## src/rtl/frame_minmax_tracker.sv

```systemverilog
// Frame min/max tracker: scans FRAME_LEN unsigned 8-bit samples and reports
// the frame maximum and minimum with the index of the first occurrence of each.

// Unsigned 8-bit magnitude comparator: exactly one of lt/et/gt is high.
module comparator8 (
   input  logic [7:0] p,
   input  logic [7:0] q,
   output logic       lt,
   output logic       et,
   output logic       gt
);

   // Pure combinational relation of p against q.
   always_comb begin
      lt = (p <  q);
      et = (p == q);
      gt = (p >  q);
   end

endmodule

module frame_minmax_tracker #(
   parameter int unsigned FRAME_LEN = 8,
   parameter int unsigned IDX_W     = 4
) (
   input  logic             clk,
   input  logic             rst,
   input  logic             start,
   input  logic             in_valid,
   input  logic [7:0]       in_data,
   output logic             in_ready,
   output logic             busy,
   output logic             done,
   output logic [7:0]       max_out,
   output logic [7:0]       min_out,
   output logic [IDX_W-1:0] max_idx,
   output logic [IDX_W-1:0] min_idx
);

   localparam logic [IDX_W-1:0] LAST_IDX = IDX_W'(FRAME_LEN - 1);
   localparam logic [IDX_W-1:0] ONE_IDX  = IDX_W'(1);

   typedef enum logic [1:0] {
      ST_IDLE  = 2'd0,
      ST_FIRST = 2'd1,
      ST_RUN   = 2'd2,
      ST_DONE  = 2'd3
   } state_t;

   state_t           state_q,    state_d;
   logic [7:0]       max_q,      max_d;
   logic [7:0]       min_q,      min_d;
   logic [IDX_W-1:0] max_idx_q,  max_idx_d;
   logic [IDX_W-1:0] min_idx_q,  min_idx_d;
   logic [IDX_W-1:0] cnt_q,      cnt_d;
   logic             in_ready_q, in_ready_d;
   logic             busy_q,     busy_d;
   logic             done_q,     done_d;

   logic xfer_c;
   logic max_lt_c, max_et_c, max_gt_c;
   logic min_lt_c, min_et_c, min_gt_c;
   logic max_take_c, min_take_c;

   // Sample against running maximum.
   comparator8 u_cmp_max (
      .p  (in_data),
      .q  (max_q),
      .lt (max_lt_c),
      .et (max_et_c),
      .gt (max_gt_c)
   );

   // Sample against running minimum.
   comparator8 u_cmp_min (
      .p  (in_data),
      .q  (min_q),
      .lt (min_lt_c),
      .et (min_et_c),
      .gt (min_gt_c)
   );

   // Strictly-greater / strictly-less updates only, so ties keep the earliest index.
   always_comb begin
      xfer_c     = in_valid & in_ready_q;
      max_take_c = max_gt_c & ~max_et_c & ~max_lt_c;
      min_take_c = min_lt_c & ~min_et_c & ~min_gt_c;
   end

   // Next-state and datapath update; handshake/status flags follow the next state.
   always_comb begin
      state_d   = state_q;
      max_d     = max_q;
      min_d     = min_q;
      max_idx_d = max_idx_q;
      min_idx_d = min_idx_q;
      cnt_d     = cnt_q;

      case (state_q)
         ST_IDLE: begin
            if (start) begin
               state_d = ST_FIRST;
            end
         end
         ST_FIRST: begin
            if (xfer_c) begin
               max_d     = in_data;
               min_d     = in_data;
               max_idx_d = '0;
               min_idx_d = '0;
               if (FRAME_LEN == 1) begin
                  cnt_d   = '0;
                  state_d = ST_DONE;
               end else begin
                  cnt_d   = ONE_IDX;
                  state_d = ST_RUN;
               end
            end
         end
         ST_RUN: begin
            if (xfer_c) begin
               if (max_take_c) begin
                  max_d     = in_data;
                  max_idx_d = cnt_q;
               end
               if (min_take_c) begin
                  min_d     = in_data;
                  min_idx_d = cnt_q;
               end
               // Hold cnt on the final transfer so it never passes FRAME_LEN-1.
               if (cnt_q == LAST_IDX) begin
                  state_d = ST_DONE;
               end else begin
                  cnt_d = cnt_q + ONE_IDX;
               end
            end
         end
         ST_DONE: begin
            state_d = ST_IDLE;
         end
         default: begin
            state_d = ST_IDLE;
         end
      endcase

      in_ready_d = (state_d == ST_FIRST) || (state_d == ST_RUN);
      busy_d     = (state_d == ST_FIRST) || (state_d == ST_RUN);
      done_d     = (state_d == ST_DONE);
   end

   // State and result registers with synchronous reset.
   always_ff @(posedge clk) begin
      if (rst) begin
         state_q    <= ST_IDLE;
         max_q      <= 8'h00;
         min_q      <= 8'hFF;
         max_idx_q  <= '0;
         min_idx_q  <= '0;
         cnt_q      <= '0;
         in_ready_q <= 1'b0;
         busy_q     <= 1'b0;
         done_q     <= 1'b0;
      end else begin
         state_q    <= state_d;
         max_q      <= max_d;
         min_q      <= min_d;
         max_idx_q  <= max_idx_d;
         min_idx_q  <= min_idx_d;
         cnt_q      <= cnt_d;
         in_ready_q <= in_ready_d;
         busy_q     <= busy_d;
         done_q     <= done_d;
      end
   end

   assign in_ready = in_ready_q;
   assign busy     = busy_q;
   assign done     = done_q;
   assign max_out  = max_q;
   assign min_out  = min_q;
   assign max_idx  = max_idx_q;
   assign min_idx  = min_idx_q;

endmodule
```

## config.mk

```make
export PLATFORM = sky130hd
export DESIGN_NAME = frame_minmax_tracker
export DESIGN_NICKNAME = d
export VERILOG_FILES = /design/src/rtl/frame_minmax_tracker.sv
export SDC_FILE = /design/constraint.sdc
export NUM_CORES = 1
export LEC_CHECK = 0
export BUFFER_PORTS_ARGS = -buffer_cell sky130_fd_sc_hd__buf_2
export CAP_MARGIN = 20
export CORE_ASPECT_RATIO = 0.9
export CORE_MARGIN = 2
export CORE_UTILIZATION = 40
export DETAILED_ROUTE_END_ITERATION = 12
export GPL_TIMING_DRIVEN = 0
export HOLD_SLACK_MARGIN = 0.02
export PLACE_DENSITY = 0.6
export RECOVER_POWER = 25
export SYNTH_ARGS = -nofsm -noshare
export SYNTH_HDL_FRONTEND = slang
export SYNTH_SLANG_ARGS = --single-unit
```

## constraint.sdc

```tcl
create_clock -name clk -period 2.4 [get_ports clk]
set_clock_uncertainty 0.05 [all_clocks]
set_input_delay 0.12 -clock clk [delete_from_list [all_inputs] [get_ports clk]]
set_output_delay 0.12 -clock clk [all_outputs]
set_load 0.1 [all_outputs]
```

After elaboration in Yosys (flattened, before gate mapping)
Index checks and enable logic that the tools add are counted.

Register bits after elaboration: 32. Output and inout port bits: 27. Word-level logic and storage cells: 65.

Add/subtract/negate cells: 1. Magnitude comparators: 4. Equal/unequal tests: 14. Mux-type cells: 23. Bitwise operators: 9. Reduce and logical (&&, ||, !) cells: 6.

Operator list (number): 8-bit 2-to-1 mux (5); 4-bit 2-to-1 mux (8); 8-bit case mux with 2 select lines (2); 4-bit case mux with 2 select lines (3); 8-bit equality test (2); 8-bit > comparator (2); 8-bit less-than comparator (2); 4-bit AND reduction (3); 2-bit inequality test (second input constant) (5); 2-bit equality test (second input constant) (4); 2-bit 2-to-1 mux (4); 2-bit case mux with 4 select lines (1); 1-bit AND (5); 4-bit by 1-bit adder with 4-bit output (second input constant) (1); 2-bit by 1-bit equality test with 1-bit output (second input constant) (2); 4-bit by 3-bit equality test with 1-bit output (second input constant) (1); 1-bit inverter (4); 2-bit zero test (1); 2-bit nonzero test (1); 1-bit logical OR (1).

Longest topological paths before layout
Gate-level depths: netlist (run 1).

Depth in word-level cells: 7. Depth in mapped cells: 8. Gate-level depth less buffers: 7.

Modules after synthesis
From an unflattened synthesis (run 1), not the netlist that was laid out.

Cells, all modules: 211. Area total of the unflattened synthesis: 1959.4 µm².

By module, submodules not included: frame_minmax_tracker (instances 1, cells an instance 153, area an instance 1508.9 µm², sequential area each 640.6 µm²); comparator8 (instances 2, cells an instance 29, area an instance 225.2 µm², sequential area each 0.0 µm²).

Least setup slack after synthesis (run 1)
OpenSTA, ideal clock, no wires.

Kind: register to register. Start point: register max_q[1], in the netlist max_out[1]. End point: register max_idx_q[1], in the netlist max_idx[1]. Library setup time: 72 ps. Arrival: 2531 ps. Required time: 2278 ps. Slack: -254 ps. Stages on the path, launching flop included: 9. Path buffers: 1. Clock period less this slack: 2654 ps. Cell sequence: dfxtp_1 inv_1 ha_1 nor2b_1 o211a_1 o21ai_2 a21o_1 buf_4 mux2i_1.

Longest elaborated chain between the ends: 6. Elaborated cells between the ends (all ways): 9. Classes of those cells: order compare (2); eq/ne (2); bitwise (4); reduce/logical (1).

RTL lines: from (decl) (RTL line 51) `logic [7:0] max_q, max_d;`; from (signal assigned) (RTL line 165) `max_q <= max_d;`; parallel branches: the longest is 3 deep, another holds 8-bit > comparator; 1-bit AND * (RTL line 86) `max_take_c = max_gt_c & ~max_et_c & ~max_lt_c;`; 2-bit inequality test (no source line) *; 4-bit AND reduction (no source line) *; to (signal assigned) (RTL line 167) `max_idx_q <= max_idx_d;`; to (decl) (RTL line 53) `logic [IDX_W-1:0] max_idx_q, max_idx_d;`.

Mark *: on every way between the ends. A chain may end at the register's enable or synchronous reset.

Worst setup path in the final report (run 1)
Start point: register max_q[7], in the netlist max_out[7]. End point: register max_idx_q[1], in the netlist max_idx[1].

Same word-level chain as after synthesis.

==> metrics.sh, run 1 <==
YS_TYPES=41
CP_TOP_FAMILY='compound AO/OA/AOI/OAI gates'
WORST-PATH-BUF-INV=2
DRT_FIRST_PASS_ITERS=4
SYNTH-ADDER-AREA-SHARE_PCT=11.4
GRT_USAGE_PCT=17.7
SYNTH-MAIN-FF-CELL='sky130_fd_sc_hd__dfxtp_1'
POSTCTSSETUPBUFFERS=0
DIE_W_UM=78.2
VDD.IR_DROP.WORST_V=0.000463
DIODES=0
POST_SYNTHESIS_AVERAGE_CELL_AREA_SQ_UM=9.14
RESIDUAL_DRC_COUNT=0
FLOORPLAN.DIE_AREA_SQ_MM=0.00554
SYNTH_FP_NETS=247
GLOBAL_ROUTE_WIRE_LENGTH_BEFORE_REPAIR_UM=7630
DETAIL_ROUTE.WIRELENGTH_UM=4670
CORE_SQ_MM=0.00480
CLK_PIN_SLEW_NS=0.07
POST_SYNTH_XOR_AREA_FRACTION_PCT=0
WORSTPATHREQUIRED_NS=2.57
CRIT_PATH_CELL_TRACE='inv_1 -> ha_1 -> nand4_1 -> o21ai_1 -> a21o_1 -> buf_4 -> mux2i_1'
COUNT_OF_HOLD_FIX_BUFFERS_INSERTED_AT_CTS=0
CTS_BUFFER_DEPTH=2
DRV.MAX_CAP_VIOLATION_COUNT=0
TIMING.MAX_SLEW.REL_SLACK_PCT=21.3
POSTLAYOUTCOREUTIL_PCT=49.0
CP.ARRIVAL_NS=2.31
CLOCK_ROOT_CELL='sky130_fd_sc_hd__clkbuf_8'
RESULT_OF_THE_RUN='finished, final reports clean'
POWER.STATIC_LEAKAGE_nW=0.942
IO_PINS=39
WORST_SLEW_PIN_SLEW_NS=1.19
SETUP.WORST_PATH.END_CLASS='flip-flop'
GLOBALPLACE.CONGESTION=0.795
CRIT_PATH_MAX_INCR_DELAY_NS=0.63
SYNTH_AREA_LEADER_CELL='sky130_fd_sc_hd__dfxtp_1'
IO_BUFFERS=38
AREA_GROWTH_PCT=18.6
POWERDENSITY_mW_PER_MM2=581
ROUTEDWLPERCELL_UM=14.2
TIMING.CRITICAL_PATH.FROM_TYPE='flip-flop'
WORST_PATH_MAX_DELAY_CELL='sky130_fd_sc_hd__o21ai_1'
GRT_OVERFLOW=0
YS.WARNINGS.COUNT=0
SETUP.WORST_PATH.CLASS='reg2reg'
NET_TOTAL_IN_THE_FINAL_LAYOUT=292
SYNTH_TOP_CELLS_BY_AREA='sky130_fd_sc_hd__dfxtp_1 (32%), sky130_fd_sc_hd__ha_1 (11%), sky130_fd_sc_hd__mux2i_1 (6.1%)'
TRITONCTS='built'
SYNTH_TOP_FAMILY_BY_AREA='compound AO/OA/AOI/OAI gates'
SYNTH_TOP_AREA_SHARE_PCT=32.3
SYNTH_COMPOUND_AREA_SHARE_PCT=28.5
CTS_RESIZED=0
POST-ROUTE-MIN-PERIOD_NS=2.14
FINAL.SETUP.TNS_NS=0
SYNTHTOPCELLSBYCOUNT='sky130_fd_sc_hd__dfxtp_1 (32), sky130_fd_sc_hd__nor2_1 (22), sky130_fd_sc_hd__ha_1 (18)'
FLOORPLAN.ROWS=24
FINAL_LAYOUT_SIZE_SUFFIX_GT1_SHARE_PCT=27.0
CP_MAX_FO=10
LAYOUT_WORST_PATH_CYCLE_SHARE_PCT=89.3
SYNTH_ENABLE_FLOP_CELLS=0
SETUP_REPAIR_AFTER_GLOBAL_ROUTING_MISSED_ITS_MARGIN='false'
ROUTE.ANTENNA.REMAINING_NETS=0
FIRST_GLOBAL_VIAS=1546
SYNTHESIS.INSTANCES=217
SYNTH_ASYNC_SR_FLOP_SHARE_PCT=0
VIAS=1702
SYNTH_SEQ_CELLS=32
FLOORPLAN.INITIALDENSITY_PCT=41.3
FINAL-SETUP-VIOL-COUNT=0
CTS_INSERTED_BUFFERS=5
GRT_ANTENNA_BEFORE_REPAIR=0
DETAIL_ROUTE.ITER0.VIOLATIONS=93
LEADING_CELL_TYPE_BY_NUMBER_OF_INSTANCES_AFTER_SYNTHESIS='sky130_fd_sc_hd__dfxtp_1'
DP_HPWL_UM=3400
CTS.HTREE.LEVELS=2
DIE_H_UM=70.8
SEQ_AREA_FRAC_SYNTH_PCT=32.3
FINAL_HOLD_VIOL_COUNT=0
SYNTHESIS.AREA_SQ_MM=0.00198
FINAL_MAX_SLEW_VIOL_COUNT=0
INSERTION_DELAY_NS=0.29
MIN-DELAY-PATH-CLASS='in2reg'
MAXCLOCKFREQUENCY_MHz=467
VIASPERCELL=5.19
SIMPLE_GATE_FRACTION_OF_SYNTH_AREA_PCT=15.7
MAXIMUM_NUMBER_OF_PINS_ON_ONE_NET_BEFORE_GLOBAL_ROUTE_REPAIR=11
SYNTH.AREA.MUX_SHARE_PCT=6.06
CTS.SINK_COUNT=32
-- sequential cells by signal (all words and copies together), names as in the netlist --
signal,cells
cnt_q,4
busy,1
max_out,8
state_q,2
max_idx,4
min_idx,4
done,1
min_out,8
-- metal layers --
metal	vias to the layer above	GRT usage [%]	part of all wire [%]
met1	779	25.9	52
met2	37	24.8	42
met5	-	0	0
met4	0	6.43	1.5
li1	880	-	-
met3	6	4.85	4.5
-- worst paths after layout --
check                           depth (start not counted)                      end  slack [ns]                    start
worst max-delay path                                    7  max_idx[1]$_SDFFE_PP0P_        0.26  max_out[7]$_SDFFE_PP0P_
worst min-delay path                                    3  min_out[0]$_SDFFE_PP1P_        0.10               in_data[0]
worst max register to register                          7  max_idx[1]$_SDFFE_PP0P_        0.26  max_out[7]$_SDFFE_PP0P_
worst min register to register                          2  max_idx[0]$_SDFFE_PP0P_        0.40  max_idx[0]$_SDFFE_PP0P_
-- layout make-up --
class / count / area (sq um)
plain buffers: 11 / 56.3
well taps: 65 / 81.3
inverters: 17 / 63.8
flip-flops and latches: 32 / 662
repair buffers: 38 / 173
fillers: 498 / 2450
clock buffers: 7 / 86.3
clock inverters: 1 / 7.51
multi-input cells: 157 / 1220
-- logic make-up after synthesis --
kind of cell,Yosys count
compound gates,66
fa+ha+maj,18
buf+inv,28
flops,32
mux,12
simple gates,61
-- worst min-delay path, cell delays in order --
cell and delay, ns:
sky130_fd_sc_hd__buf_2 0.11, sky130_fd_sc_hd__nor2_1 0.05, sky130_fd_sc_hd__mux2i_1 0.12
-- report_power, final --
group | internal, W | switching [W] | leakage [nW] | total [W]
Clock | 0.000233 | 0.000209 | 0.0445 | 0.000442
Sequential | 0.000553 | 0.0000170 | 0.260 | 0.000570
Combinational | 0.0000915 | 0.000262 | 0.638 | 0.000353
Total | 0.000878 | 0.000488 | 0.942 | 0.00137
-- per-stage QoR --
stage	std cells	total power [W]	cell area [sq um]	setup slack, ns	hold WS [ns]
floorplan	217	0.000865	2000	0.0881	0.237
global placement	320	0.000935	2280	0.330	0.393
detailed placement	320	0.000937	2280	0.289	0.396
CTS	328	0.00138	2370	0.274	0.101
global route	328	0.00144	2350	0.131	0.0969
finish	328	0.00137	2350	0.256	0.104
-- cell usage in the layout (no fill, tap or decap), types with 4 or more instances in the layout --
| master | instances |
|---|---|
| sky130_fd_sc_hd__buf_2 | 27 |
| sky130_fd_sc_hd__nor2_1 | 22 |
| sky130_fd_sc_hd__clkbuf_1 | 20 |
| sky130_fd_sc_hd__ha_1 | 18 |
| sky130_fd_sc_hd__inv_1 | 17 |
| sky130_fd_sc_hd__dfxtp_2 | 17 |
| sky130_fd_sc_hd__dfxtp_1 | 15 |
| sky130_fd_sc_hd__nand2_1 | 12 |
| sky130_fd_sc_hd__mux2i_1 | 12 |
| sky130_fd_sc_hd__a211oi_1 | 9 |
| sky130_fd_sc_hd__a21oi_1 | 7 |
| sky130_fd_sc_hd__o21bai_1 | 7 |
| sky130_fd_sc_hd__a311oi_2 | 7 |
| sky130_fd_sc_hd__a31oi_1 | 6 |
| sky130_fd_sc_hd__nor2b_1 | 6 |
| sky130_fd_sc_hd__clkbuf_8 | 6 |
| sky130_fd_sc_hd__o21ai_0 | 5 |
| sky130_fd_sc_hd__nand2b_1 | 5 |
| sky130_fd_sc_hd__o21ai_1 | 5 |
| sky130_fd_sc_hd__nand3_1 | 5 |
| sky130_fd_sc_hd__o211ai_1 | 4 |
Power figures use the tool's default switching activity.
==> run 2: changes to the inputs <==
Settings changed: ABC_AREA set to 1, PLACE_DENSITY 0.6 to 0.61, SLEW_MARGIN set to 10.
==> run 2 against run 1 <==
Net effect: final area decreased by 6.5%; routed wire length decreased by 11%; sequential power about the same; register-to-register slack improved by 0.34 ns; clock-buffer cell count unchanged; synthesized cell count increased by 20%; via count increased by 1.5%; critical path type is now in2reg; maximum frequency increased by 15%; global-route usage increased by 0.50 points; flip-flop and latch count unchanged; setup slack improved by 0.28 ns; core utilization increased by 0.65 points.
==> metrics.sh, run 2 <==
POSTCTSSETUPBUFFERS=0
CTS_INSERTED_BUFFERS=5
CP.ARRIVAL_NS=1.95
RESULT_OF_THE_RUN='finished, final reports clean'
POST_SYNTH_XOR_AREA_FRACTION_PCT=0
CRIT_PATH_FREQUENT_CELL='sky130_fd_sc_hd__nand2_1'
CTS.SINK_COUNT=32
TRITONCTS='built'
DP_HPWL_UM=3140
MIN-DELAY-PATH-CLASS='in2reg'
FLOORPLAN.DIE_AREA_SQ_MM=0.00516
CP_MAX_FO=10
PLACE_WS_NS=0.612
RESIDUAL_DRC_COUNT=0
SYNTH_AREA_LEADER_CELL='sky130_fd_sc_hd__dfxtp_1'
DIODES=0
SYNTHESIS.INSTANCES=261
LAYOUT_WORST_PATH_CYCLE_SHARE_PCT=77.5
STDCELL_AREA_SQ_MM=0.00220
WORST_SLEW_PIN_SLEW_NS=1.17
FINAL-SETUP-VIOL-COUNT=0
DRT_FIRST_PASS_ITERS=4
DETAIL_ROUTE.ITER0.VIOLATIONS=103
POST-ROUTE-MIN-PERIOD_NS=1.86
WORSTPATHREQUIRED_NS=2.49
SYNTH.AREA.MUX_SHARE_PCT=0
GRT_ANTENNA_BEFORE_REPAIR=0
SETUP.WORST_PATH.CLASS='in2reg'
MAXIMUM_NUMBER_OF_PINS_ON_ONE_NET_BEFORE_GLOBAL_ROUTE_REPAIR=11
SEQ_AREA_FRAC_SYNTH_PCT=34.8
FINAL_COMMON_CELL='sky130_fd_sc_hd__nand2_1'
FINAL_MAX_SLEW_VIOL_COUNT=0
DETAIL_ROUTE.WIRELENGTH_UM=4170
SYNTH-ADDER-AREA-SHARE_PCT=12.2
CTS_BUFFER_DEPTH=2
ROUTEDWLPERCELL_UM=11.3
YS.WARNINGS.COUNT=0
DIE_W_UM=75.5
LEADING_CELL_TYPE_BY_NUMBER_OF_INSTANCES_AFTER_SYNTHESIS='sky130_fd_sc_hd__nand2_1'
WORST-PATH-BUF-INV=4
SWITCHING_PORTION_OF_TOTAL_POWER_PCT=34.7
CORE_SQ_MM=0.00443
CP_TOP_FAMILY='buffers and inverters'
FINAL_LAYOUT_SIZE_SUFFIX_GT1_SHARE_PCT=16.3
SYNTH_SEQ_CELLS=32
FLOORPLAN.ROWS=23
TIMING.MAX_SLEW.REL_SLACK_PCT=22.7
SYNTH_TOP_CELLS_BY_AREA='sky130_fd_sc_hd__dfxtp_1 (35%), sky130_fd_sc_hd__nand2_1 (14%), sky130_fd_sc_hd__ha_1 (12%)'
CRIT_PATH_MAX_INCR_DELAY_NS=0.53
MAXCLOCKFREQUENCY_MHz=537
NET_TOTAL_IN_THE_FINAL_LAYOUT=337
ROUTE.ANTENNA.REMAINING_NETS=0
GLOBALPLACE.CONGESTION=0.806
VDD.IR_DROP.WORST_V=0.000376
POWER.CLOCK.FRACTION_PCT=33.2
GLOBAL_ROUTE_WIRE_LENGTH_BEFORE_REPAIR_UM=7000
SYNTHESIS.AREA_SQ_MM=0.00184
P_SEQ_SHARE_PCT=41.9
P_INT_W=0.000887
FIRST_GLOBAL_VIAS=1538
TIMING.CRITICAL_PATH.FROM_TYPE='input pin'
FINAL.SETUP.TNS_NS=0
IO_BUFFERS=38
IO_PINS=39
AREA_GROWTH_PCT=19.4
DIE_H_UM=68.4
FLOORPLAN.INITIALDENSITY_PCT=41.6
GRT_OVERFLOW=0
VIASPERCELL=4.68
YS_TYPES=23
CLK_PIN_SLEW_NS=0.06
POSTPLACECELLAREA_SQ_MM=0.00211
SETUP_REPAIR_AFTER_GLOBAL_ROUTING_MISSED_ITS_MARGIN='false'
POWERDENSITY_mW_PER_MM2=618
DRV.MAX_CAP_VIOLATION_COUNT=0
SIMPLE_GATE_FRACTION_OF_SYNTH_AREA_PCT=32.9
FINAL_HOLD_VIOL_COUNT=0
SETUP.WORST_PATH.END_CLASS='flip-flop'
MOST_FREQUENT_CELLS_IN_THE_LAYOUT='sky130_fd_sc_hd__nand2_1 (69), sky130_fd_sc_hd__inv_1 (36), sky130_fd_sc_hd__dfxtp_1 (32)'
SYNTH_ENABLE_FLOP_CELLS=0
INSERTION_DELAY_NS=0.28
POWER.STATIC_LEAKAGE_nW=1.11
SYNTH_FP_NETS=291
SYNTH_TOP_FAMILY_BY_AREA='simple AND/OR/NAND/NOR gates'
VIAS=1728
SYNTHTOPCELLSBYCOUNT='sky130_fd_sc_hd__nand2_1 (69), sky130_fd_sc_hd__inv_1 (36), sky130_fd_sc_hd__dfxtp_1 (32)'
WORST_PATH_MAX_DELAY_CELL='sky130_fd_sc_hd__dlygate4sd3_1'
N_FILL_CELL=488
SEQUENTIAL_CELL_AREA_SQ_UM=641
SYNTH_TOP_AREA_SHARE_PCT=34.8
CTS.HTREE.LEVELS=2
CLOCK_ROOT_CELL='sky130_fd_sc_hd__clkbuf_8'
CRIT_PATH_CELL_TRACE='dlygate4sd3_1 -> buf_2 -> inv_1 -> ha_1 -> nand2_1 -> nand3_1 -> nand2_1 -> nand2_1 -> nand2_1 -> nand2_1 -> nand2_1 -> nand2_2 -> buf_6 -> nand2_1 -> nand3_1'
P_SWITCHING_W=0.000472
SYNTH-MAIN-FF-CELL='sky130_fd_sc_hd__dfxtp_1'
SYNTH_ASYNC_SR_FLOP_SHARE_PCT=0
MULTI_INPUT_COMB_AREA_SQ_UM=996
FIN_WS_NS=0.539
SYNTH_COMPOUND_AREA_SHARE_PCT=8.97
POST_SYNTHESIS_AVERAGE_CELL_AREA_SQ_UM=7.06
GRT_USAGE_PCT=18.2
COMBINATIONALPOWERSHARE_PCT=24.9
[run 2: changes by cell type after synthesis, moves of 5 or more]
cell                       delta
sky130_fd_sc_hd__o21ai_1      -5
sky130_fd_sc_hd__nand3_1     +14
sky130_fd_sc_hd__inv_1       +19
sky130_fd_sc_hd__a31oi_1      -6
sky130_fd_sc_hd__nor2_1       +9
sky130_fd_sc_hd__nand2_1     +57
sky130_fd_sc_hd__a21oi_1     +15
sky130_fd_sc_hd__o21bai_1     -7
sky130_fd_sc_hd__nand3b_1     +7
sky130_fd_sc_hd__a211oi_1     -9
sky130_fd_sc_hd__nand2b_1     -5
sky130_fd_sc_hd__mux2i_1     -12
sky130_fd_sc_hd__nor2b_1      -6
sky130_fd_sc_hd__a311oi_2     -7
[run 2: area by class of cell]
class	count	area share, %
clock buffers	7	4.38
plain buffers	9	2.68
flip-flops and latches	32	29.1
well taps	62	3.53
repair buffers	39	8.31
multi-input cells	181	45.3
inverters	39	6.66
[run 2: power groups by stage]
stage	Sequential [W]	Clock, W	Combinational (W)
final	0.000570	0.000451	0.000338
after global routing	0.000572	0.000488	0.000371
after CTS	0.000570	0.000463	0.000343
after detailed placement	0.000581	0	0.000341
after global placement	0.000581	0	0.000339
after floorplan	0.000714	0	0.000143
[run 2: worst paths after layout]
kind	from	to	slack, ns	depth (start not counted)
max	in_data[0]	min_out[4]$_SDFFE_PP1P_	0.54	15
max reg2reg	max_out[7]$_SDFFE_PP0P_	max_out[6]$_SDFFE_PP0P_	0.60	12
min reg2reg	min_idx[1]$_SDFFE_PP0P_	min_idx[1]$_SDFFE_PP0P_	0.43	2
min	rst	state_q[1]$_SDFF_PP0_	0.05	2
[run 2: cell families after synthesis]
group,Yosys count
buffers and inverters,48
adder cells (fa/ha/maj),18
AND/OR/NAND/NOR,134
AO/OA/AOI/OAI,29
flip-flops,32
[run 2: per-stage QoR]
| step | hold WS [ns] | cells | total power (W) | util [%] |
|---|---|---|---|---|
| after detailed placement | 0.294 | 361 | 0.000922 | 47.6 |
| final | 0.0520 | 369 | 0.00136 | 49.6 |
| after global placement | 0.289 | 361 | 0.000920 | 47.6 |
| after CTS | 0.0467 | 369 | 0.00138 | 50.0 |
| after global routing | 0.0546 | 369 | 0.00143 | 49.6 |
| after floorplan | 0.139 | 261 | 0.000857 | - |
[run 2: what timing repair did]
| action | 4_1_cts | 5_1_grt |
|---|---|---|
| resized for setup | 0 | 0 |
| hold buffers | 1 | 0 |
| hold endpoints to repair | 1 | 0 |
[run 2: per-layer routing]
| layer | global-route usage [%] | share of wire [%] | vias up |
|---|---|---|---|
| met1 | 25.8 | 52 | 770 |
| li1 | - | - | 913 |
| met2 | 27.4 | 41 | 41 |
| met3 | 4.12 | 5.4 | 4 |
| met4 | 5.26 | 1.1 | 0 |
| met5 | 0 | 0 | - |
==> run 3: changes to the inputs <==
Clock period 2.4 ns to 1.91 ns, I/O delays scaled along.
==> run 3 against run 2 <==
Net effect: sequential share of layout area rose by 0.94 points; total power rose by 22%; combinational power rose by 30%; clock power rose by 14%; critical path depth fell by 3; register-to-register slack got worse by 0.43 ns; setup slack got worse by 0.38 ns; final area rose by 5.0%; worst hold slack got worse by 0.029 ns; routed wire length rose by 0.46%; non-clock buffer count rose by 2; largest cell class unchanged.
==> metrics.sh, run 3 (synthesis gave the netlist of run 2 again) <==
IO_BUFFERS=38
DIODES=0
MAXIMUM_NUMBER_OF_PINS_ON_ONE_NET_BEFORE_GLOBAL_ROUTE_REPAIR=11
DP_HPWL_UM=3040
FINAL-SETUP-VIOL-COUNT=0
CLOCK_ROOT_CELL='sky130_fd_sc_hd__clkbuf_8'
DRV.MAX_CAP_VIOLATION_COUNT=0
MIN-DELAY-PATH-CLASS='in2reg'
N_FILL_CELL=474
FINAL_MAX_SLEW_VIOL_COUNT=0
DIE_W_UM=75.5
AREA_GROWTH_PCT=25.3
FLOORPLAN.DIE_AREA_SQ_MM=0.00516
FINAL.SETUP.TNS_NS=0
RESIDUAL_DRC_COUNT=0
FLOORPLAN.ROWS=23
WORSTPATHREQUIRED_NS=2.05
MULTI_INPUT_COMB_AREA_SQ_MM=0.00103
NET_TOTAL_IN_THE_FINAL_LAYOUT=339
TRITONCTS='built'
FINAL_LAYOUT_SIZE_SUFFIX_GT1_SHARE_PCT=23.9
DETAIL_ROUTE.WIRELENGTH_UM=4190
CTS.SINK_COUNT=32
CLK_PIN_SLEW_NS=0.07
CORE_SQ_MM=0.00443
FLOORPLAN.INITIALDENSITY_PCT=41.6
TOPROUTINGLAYERUSED='met4'
RESULT_OF_THE_RUN='finished, final reports clean'
CTS.HTREE.LEVELS=2
IO_PINS=39
VDD.IR_DROP.WORST_V=0.000347
FINAL_HOLD_VIOL_COUNT=0
SETUP.WORST_PATH.CLASS='in2reg'
GLOBALPLACE.CONGESTION=0.776
WL_MET3_UM=165
FINAL_COMMON_CELL='sky130_fd_sc_hd__nand2_1'
SEQUENTIAL_CELL_AREA_SQ_UM=694
INSERTION_DELAY_NS=0.29
CP_MAX_FO=6
DRT_FIRST_PASS_ITERS=4
TIMING.MAX_SLEW.REL_SLACK_PCT=22.3
STDCELL_AREA_SQ_MM=0.00231
GLOBAL_ROUTE_WIRE_LENGTH_BEFORE_REPAIR_UM=6800
VIAS=1708
ROUTEDWLPERCELL_UM=11.3
MAXCLOCKFREQUENCY_MHz=570
POSTPLACECELLAREA_SQ_MM=0.00216
MET1_LENGTH_UM=2250
GRT_ANTENNA_BEFORE_REPAIR=0
DIE_H_UM=68.4
WHS_NS=0.0231
WL_MET2_UM=1690
POSTLAYOUTCOREUTIL_PCT=52.1
POWERDENSITY_mW_PER_MM2=718
POST-ROUTE-MIN-PERIOD_NS=1.76
GRT_OVERFLOW=0
SETUP.WORST_PATH.END_CLASS='flip-flop'
MOST_FREQUENT_CELLS_IN_THE_LAYOUT='sky130_fd_sc_hd__nand2_1 (66), sky130_fd_sc_hd__inv_1 (35), sky130_fd_sc_hd__nor2_1 (30)'
VIASPERCELL=4.59
LAYOUT_WORST_PATH_CYCLE_SHARE_PCT=91.9
DETAIL_ROUTE.ITER0.VIOLATIONS=54
POWER.STATIC_LEAKAGE_nW=1.14
CTS_BUFFER_DEPTH=2
TIMING.CRITICAL_PATH.FROM_TYPE='input pin'
GRT_USAGE_PCT=17.9
ROUTE.ANTENNA.REMAINING_NETS=0
FIRST_GLOBAL_VIAS=1529
WORST_SLEW_PIN_SLEW_NS=1.17
CTS_INSERTED_BUFFERS=5
CP.ARRIVAL_NS=1.89
==> run 3: cell count changes in the layout (fill, tap and decap cells not counted), sizes merged <==
cell,delta
dlygate4sd3,+2
clkinv,+1
==> run 3: metal layers <==
metal | vias to the layer above | GRT usage [%]
li1 | 920 | -
met1 | 751 | 24.7
met2 | 29 | 26.2
met3 | 8 | 3.98
met4 | 0 | 8.55
met5 | - | 0
==> run 3: final timing paths <==
path                           start                 endpoint  slack, ns  cells after the start
max reg2reg    state_q[1]$_SDFF_PP0_          busy$_SDFF_PP0_       0.17                     11
min reg2reg  min_idx[3]$_SDFFE_PP0P_  min_idx[3]$_SDFFE_PP0P_       0.42                      2
min                       in_data[2]  min_out[2]$_SDFFE_PP1P_       0.02                      3
max                       in_data[6]  max_out[5]$_SDFFE_PP0P_       0.15                     12
==> run 3: where the power goes <==
group          total, W  internal (W)  switching (W)
combinational  0.000438      0.000108       0.000330
sequential     0.000706      0.000686      0.0000202
clock          0.000513      0.000254       0.000260
total           0.00166       0.00105       0.000610
==> run 3: repair_timing <==
action                                  in CTS  in global routing
hold buffers                                 3                  0
endpoints found under the hold margin        7                  0
setup buffers                                0                  1
endpoints found under the setup margin       0                 22
gates resized for setup                      0                 16
==> run 3: through the flow <==
| step | instances | total power [W] | setup WS (ns) |
|---|---|---|---|
| floorplan | 261 | 0.00107 | 0.00457 |
| global placement | 361 | 0.00115 | 0.119 |
| detailed placement | 361 | 0.00115 | 0.115 |
| CTS | 372 | 0.00167 | 0.0324 |
| global route | 372 | 0.00173 | -0.000753 |
| finish | 372 | 0.00166 | 0.155 |
==> run 3: cell type report <==
class	instances	share of cell area (%)
plain buffers	9	3.25
inverters	39	6.34
flip-flops and latches	32	30.1
clock buffers	7	3.31
well taps	62	3.36
repair buffers	41	8.89
multi-input cells	181	44.6
clock inverters	1	0.163
==> run 3: critical path, cell delays in order <==
cell,delay [ns]
sky130_fd_sc_hd__dlygate4sd3_1,0.61
sky130_fd_sc_hd__ha_1,0.32
sky130_fd_sc_hd__nand2_2,0.07
sky130_fd_sc_hd__nor2_2,0.12
sky130_fd_sc_hd__nand2_1,0.06
sky130_fd_sc_hd__nand2_1,0.05
sky130_fd_sc_hd__nand2_1,0.06
sky130_fd_sc_hd__nand2_2,0.12
sky130_fd_sc_hd__buf_2,0.19
sky130_fd_sc_hd__nand3b_1,0.09
sky130_fd_sc_hd__nand2_1,0.06
sky130_fd_sc_hd__nor2_1,0.04
